--- src/rtl/ram_arbiter.sv ---
`default_nettype none
// ============================================================================
//  Module   : ram_arbiter
//  Purpose  : Two-requester round-robin arbiter and sequencer in front of a
//             16 x 8 single-port RAM with a valid/ready command port.
//             Serialises A/B commands, returns registered read data and a
//             one-cycle done/err pulse to the winner, and aborts a command
//             that sees no ram_ready within TIMEOUT cycles.
//  Revision : 1.0  initial release
// ============================================================================
module ram_arbiter #(
  parameter int ADDR_W  = 4,
  parameter int DATA_W  = 8,
  parameter int TIMEOUT = 15
) (
  input  logic              clk,
  input  logic              rst,
  // requester A
  input  logic              a_valid,
  input  logic              a_wr_rd,
  input  logic [ADDR_W-1:0] a_addr,
  input  logic [DATA_W-1:0] a_wdata,
  output logic              a_done,
  output logic              a_err,
  output logic [DATA_W-1:0] a_rdata,
  // requester B
  input  logic              b_valid,
  input  logic              b_wr_rd,
  input  logic [ADDR_W-1:0] b_addr,
  input  logic [DATA_W-1:0] b_wdata,
  output logic              b_done,
  output logic              b_err,
  output logic [DATA_W-1:0] b_rdata,
  // RAM command port
  output logic              ram_valid,
  output logic              ram_wr_rd,
  output logic [ADDR_W-1:0] ram_addr,
  output logic [DATA_W-1:0] ram_wdata,
  input  logic [DATA_W-1:0] ram_rdata,
  input  logic              ram_ready
);

  typedef enum logic [1:0] {
    IDLE  = 2'd0,
    ISSUE = 2'd1,
    RESP  = 2'd2
  } state_t;

  // Last counter value before the command is abandoned.
  localparam logic [7:0] C_TIMEOUT_LAST = 8'(TIMEOUT - 1);

  state_t            r_state;
  state_t            w_state;
  logic              r_last_b;     // 1 = B received the most recent grant
  logic              w_last_b;
  logic [7:0]        r_count;      // cycles spent in ISSUE without ram_ready
  logic [7:0]        w_count;
  logic              w_sel_b;      // B would win if a grant were made now

  logic              w_ram_valid;
  logic              w_ram_wr_rd;
  logic [ADDR_W-1:0] w_ram_addr;
  logic [DATA_W-1:0] w_ram_wdata;
  logic              w_a_done;
  logic              w_b_done;
  logic              w_a_err;
  logic              w_b_err;
  logic [DATA_W-1:0] w_a_rdata;
  logic [DATA_W-1:0] w_b_rdata;

  // Next-state and next-output logic; everything holds unless a rule below changes it.
  always_comb begin
    w_state     = r_state;
    w_last_b    = r_last_b;
    w_count     = r_count;
    w_ram_valid = ram_valid;
    w_ram_wr_rd = ram_wr_rd;
    w_ram_addr  = ram_addr;
    w_ram_wdata = ram_wdata;
    w_a_rdata   = a_rdata;
    w_b_rdata   = b_rdata;
    w_a_done    = 1'b0;
    w_b_done    = 1'b0;
    w_a_err     = 1'b0;
    w_b_err     = 1'b0;
    // A lone requester wins; on contention the one not granted last time wins.
    w_sel_b     = b_valid && (!a_valid || !r_last_b);

    case (r_state)
      IDLE: begin
        if (a_valid || b_valid) begin
          w_last_b    = w_sel_b;
          w_ram_valid = 1'b1;
          w_ram_wr_rd = w_sel_b ? b_wr_rd : a_wr_rd;
          w_ram_addr  = w_sel_b ? b_addr  : a_addr;
          w_ram_wdata = w_sel_b ? b_wdata : a_wdata;
          w_count     = 8'd0;
          w_state     = ISSUE;
        end
      end
      ISSUE: begin
        if (ram_ready) begin
          // Success wins even on the final timeout cycle.
          w_ram_valid = 1'b0;
          if (!ram_wr_rd) begin
            if (r_last_b) begin
              w_b_rdata = ram_rdata;
            end else begin
              w_a_rdata = ram_rdata;
            end
          end
          w_a_done = !r_last_b;
          w_b_done = r_last_b;
          w_state  = RESP;
        end else if (r_count == C_TIMEOUT_LAST) begin
          w_ram_valid = 1'b0;
          w_a_done    = !r_last_b;
          w_b_done    = r_last_b;
          w_a_err     = !r_last_b;
          w_b_err     = r_last_b;
          w_state     = RESP;
        end else begin
          w_count = r_count + 8'd1;
        end
      end
      RESP: begin
        // done/err are high for exactly this cycle; they default back to 0.
        w_state = IDLE;
      end
      default: begin
        w_state = IDLE;
      end
    endcase
  end

  // State and output registers with synchronous reset; reset discards any in-flight command.
  always_ff @(posedge clk) begin
    if (rst) begin
      r_state   <= IDLE;
      r_last_b  <= 1'b1;
      r_count   <= 8'd0;
      ram_valid <= 1'b0;
      ram_wr_rd <= 1'b0;
      ram_addr  <= '0;
      ram_wdata <= '0;
      a_done    <= 1'b0;
      b_done    <= 1'b0;
      a_err     <= 1'b0;
      b_err     <= 1'b0;
      a_rdata   <= '0;
      b_rdata   <= '0;
    end else begin
      r_state   <= w_state;
      r_last_b  <= w_last_b;
      r_count   <= w_count;
      ram_valid <= w_ram_valid;
      ram_wr_rd <= w_ram_wr_rd;
      ram_addr  <= w_ram_addr;
      ram_wdata <= w_ram_wdata;
      a_done    <= w_a_done;
      b_done    <= w_b_done;
      a_err     <= w_a_err;
      b_err     <= w_b_err;
      a_rdata   <= w_a_rdata;
      b_rdata   <= w_b_rdata;
    end
  end

endmodule
`default_nettype wire

--- config.mk ---
export PLATFORM = sky130hd
export DESIGN_NAME = ram_arbiter
export DESIGN_NICKNAME = d
export VERILOG_FILES = /design/src/rtl/ram_arbiter.sv
export SDC_FILE = /design/constraint.sdc
export NUM_CORES = 1
export LEC_CHECK = 0
export BUFFER_PORTS_ARGS = -buffer_cell sky130_fd_sc_hd__buf_2
export CELL_PAD_IN_SITES_DETAIL_PLACEMENT = 0
export CELL_PAD_IN_SITES_GLOBAL_PLACEMENT = 1
export CORE_MARGIN = 1.5
export CORE_UTILIZATION = 35
export CTS_CLUSTER_DIAMETER = 100
export DETAILED_ROUTE_END_ITERATION = 8
export HOLD_SLACK_MARGIN = 0.08
export PLACE_DENSITY_LB_ADDON = 0.1
export SLEW_MARGIN = 0
export SYNTH_ARGS = -nofsm -noshare
export SYNTH_HDL_FRONTEND = slang
export SYNTH_SLANG_ARGS = --single-unit
--- constraint.sdc ---
create_clock -name clk -period 3.47 [get_ports clk]
set_input_delay 0.1735 -clock clk [delete_from_list [all_inputs] [get_ports clk]]
set_output_delay 0.1735 -clock clk [all_outputs]
set_load 0.01 [all_outputs]
==> results.toml <==
[timing]
setup_violations = 0
finalHoldViolCount = 0
worst_slew_pin_slew_ns = 0.940
relSlewSlack_pct = 37.0
finalCriticalPeriod_ns = 1.71
setup_slack_ns = 1.76
rsz0062_at_grt = "false"
fin_setup_tns_ns = 0
finalClockSkew_ns = 0.00820
fin_crit_sh_pct = 49.3
drv_slew = 0
max_freq_ghz = 0.584

[logic_synthesis]
synth_cell_types = 36
synth_compound_area_share_pct = 12.6
synth_mux_area_share_pct = 16.3
synth_fa_ha_area_share_pct = 1.32
synth_area_um2 = 1900
synthXorXnorAreaFrac_pct = 0
ys_seq_area_share_pct = 47.4
synth_cells = 199
synth_seq_cells = 45
synth_top_family_by_area = "simple AND/OR/NAND/NOR gates"
synth.avg_cell_area_um2 = 9.56
synth_nets = 240
ys_warn_count = 0
yosys.area_share.simple_pct = 19.0

[power_and_ir_drop]
power_uw = 1130
p_per_area_nw_per_um2 = 466
p_leak_uw = 0.00111
worst_ir_drop_vdd_v = 0.000195

[global_route]
use_met2_pct = 25.5
grt_pass1_wl_um = 7140
grtUsageTotal_pct = 14.9
grt_overflow_total = 0
antenna_found_initial = 0
grt.busiest_layer = "met2"
grtUsageMet3_pct = 4.64
grt_max_degree = 50
grt_pass1_vias = 1569
use_met1_pct = 17.8

[setup_path]
cp_max_fo = 14
crit_type = "reg -> reg"
worstSetupEndpointType = "flip-flop"
cp.required_ns = 3.61
crit_arrival_ns = 1.85
reg2reg_slack_ns = 1.76
cp_cell_sequence = "a21boi_2 -> mux2i_1 -> a211oi_1"
rr_worst_depth = 3
max_stage_delay_ns = 0.78
critPathSlowestCell = "a21boi_2"
cp_top_family = "compound AO/OA/AOI/OAI gates"
crit_buf_inv = 0
cp.depth = 3
critPathLaunchType = "flip-flop"

[floorplanning]
core_um2 = 5170
die_h_um = 76.7
initial_core_util_pct = 36.8
ios = 73
rows = 26
die-area_um2 = 5890
die_w_um = 76.7

[finish]
multi_input_area_um2 = 943
area_delta_synth_final_pct = 27.2
nFillCells = 517
final-seq-area_um2 = 901
final_nets = 307
drive_gt1_share_pct = 31.5
n_antenna_cell = 0

[detailed_routing]
drt-vias-per-instance = 4.85
num_vias = 1636
wl_per_cell_um = 12.3
first_iter_violations = 49
dr.pass1.iters = 4
drtAntennaViolNets = 0
drc = 0
wl_um = 4130

[clock_tree]
cts_buffers = 5
tritoncts = "done"
clock-sinks = 45
clkLatencyLatePin_ns = 0.30
ctsLongestPathBuffers = 2
cts_setup_buffers = 0
ctsResizeCount = 0
cts.root.buffer_cell = "clkbuf_8"
cts.clk_slew.worst_paths_ns = 0.09
cts_hold_buf = 0
h-tree-depth = 2

[place]
place.gp.congestion = 0.799
hpwl_um = 2900
post-place-ws_ns = 1.72
io_buffers = 72

[job]
max_cap_viol_count = 0

[min_path]
min_delay_path_depth = 3
hold_path_class = "in -> reg"

[outcome]
status = "finished clean"
cells in the final DEF (no fill, tap or decap), types with 2 or more instances in the layout:
master,netlist,final
a211oi_1,14,14
a21oi_1,5,5
and3_1,2,2
buf_2,3,72
clkbuf_8,0,5
dfxtp_1,45,45
ha_1,2,2
inv_1,2,2
mux2i_1,31,31
nand2_1,6,6
nand2b_1,4,4
nand3_1,9,9
nand4_1,2,2
nor2_1,37,37
nor2b_1,3,3
o211ai_1,2,2
o21a_1,2,2
o21ai_1,2,2
o32ai_1,2,2
path summary, 6_finish.rpt:
kind,startpoint,to
min,ram_rdata[3],b_rdata[3]$_SDFFE_PP0P_
min reg2reg,a_rdata[3]$_SDFFE_PP0P_,a_rdata[3]$_SDFFE_PP0P_
max,r_last_b$_SDFFE_PP1P_,ram_addr[3]$_SDFFE_PP0P_
max reg2reg,r_last_b$_SDFFE_PP1P_,ram_addr[3]$_SDFFE_PP0P_
final cells by class:
type | instances | area share (%)
inverters | 2 | 0.310
clock buffers | 6 | 3.00
repair buffers | 73 | 15.2
well taps | 70 | 3.62
flip-flops and latches | 45 | 37.2
clock inverters | 2 | 1.60
multi-input cells | 139 | 39.0
flip-flops by register name (all words and copies together) (netlist names):
register and cells:
a_done 1, a_err 1, a_rdata 8, b_done 1, b_err 1, b_rdata 8
r_count 8, r_last_b 1, r_state 2, ram_addr 4, ram_valid 1, ram_wdata 8
ram_wr_rd 1
per-stage QoR:
stage               std cells  hold WS, ns  area (um2)  util [%]
floorplan                 199        0.317        1900         -
global placement          329        0.425        2310      44.6
detailed placement        329        0.432        2310      44.6
CTS                       337        0.112        2420      46.8
global route              337        0.126        2420      46.8
finish                    337        0.120        2420      46.8
layer usage:
layer  vias to the layer above  routed length [um]  part of all wire, %
met5                         -                   0                    0
met4                         0                  39                 0.94
met3                         5                 259                  6.3
met2                        47                1950                   47
met1                       745                1890                   46
li1                        839                   -                    -
cells by family (layout without fill, tap and decap cells):
group	count (synthesis)	count (layout)
AOI/OAI and AO/OA	32	32
adders and majority gates	2	2
buffers and inverters	15	83
DFF	45	45
muxes	31	31
and+or+nand+nor	74	74
worst reg2reg max path, cell delays in order, from the launching register on:
cell and delay [ns]:
dfxtp_1 0.40, a21boi_2 0.78, mux2i_1 0.29, a211oi_1 0.09
synth_stat cells, drive strengths merged:
master,instances,area [um2]
a31oi,1,6.26
nand2,6,22.5
and2,1,6.26
ha,2,25.0
nor3b,1,7.51
or3b,1,8.76
o211ai,2,15.0
dfxtp,45,901
nand4,2,12.5
nand3,9,45.0
a211oi,14,105
and3,2,12.5
nor2,37,139
or3,1,6.26
clkbuf,7,26.3
a31o,1,17.5
nor4b,2,17.5
o21a,2,15.0
a311oi,1,8.76
mux2i,31,310
o21ai,2,10.0
a21oi,5,25.0
buf,6,30.0
nand3b,1,7.51
nor2b,3,18.8
nor3,1,5.00
nor4,2,18.8
nand2b,4,25.0
inv,2,7.51
o2bb2ai,1,8.76
a21boi,1,11.3
nand4b,1,8.76
o32ai,2,17.5
report_power, final:
part	leakage, uW	total, uW	internal (uW)	switching [uW]
clock	0.0000554	397	216	181
sequential	0.000368	563	546	17.5
combinational	0.000689	168	74.7	93.0
total	0.00111	1130	837	291
Note: power is estimated with default switching activity, not from simulation.
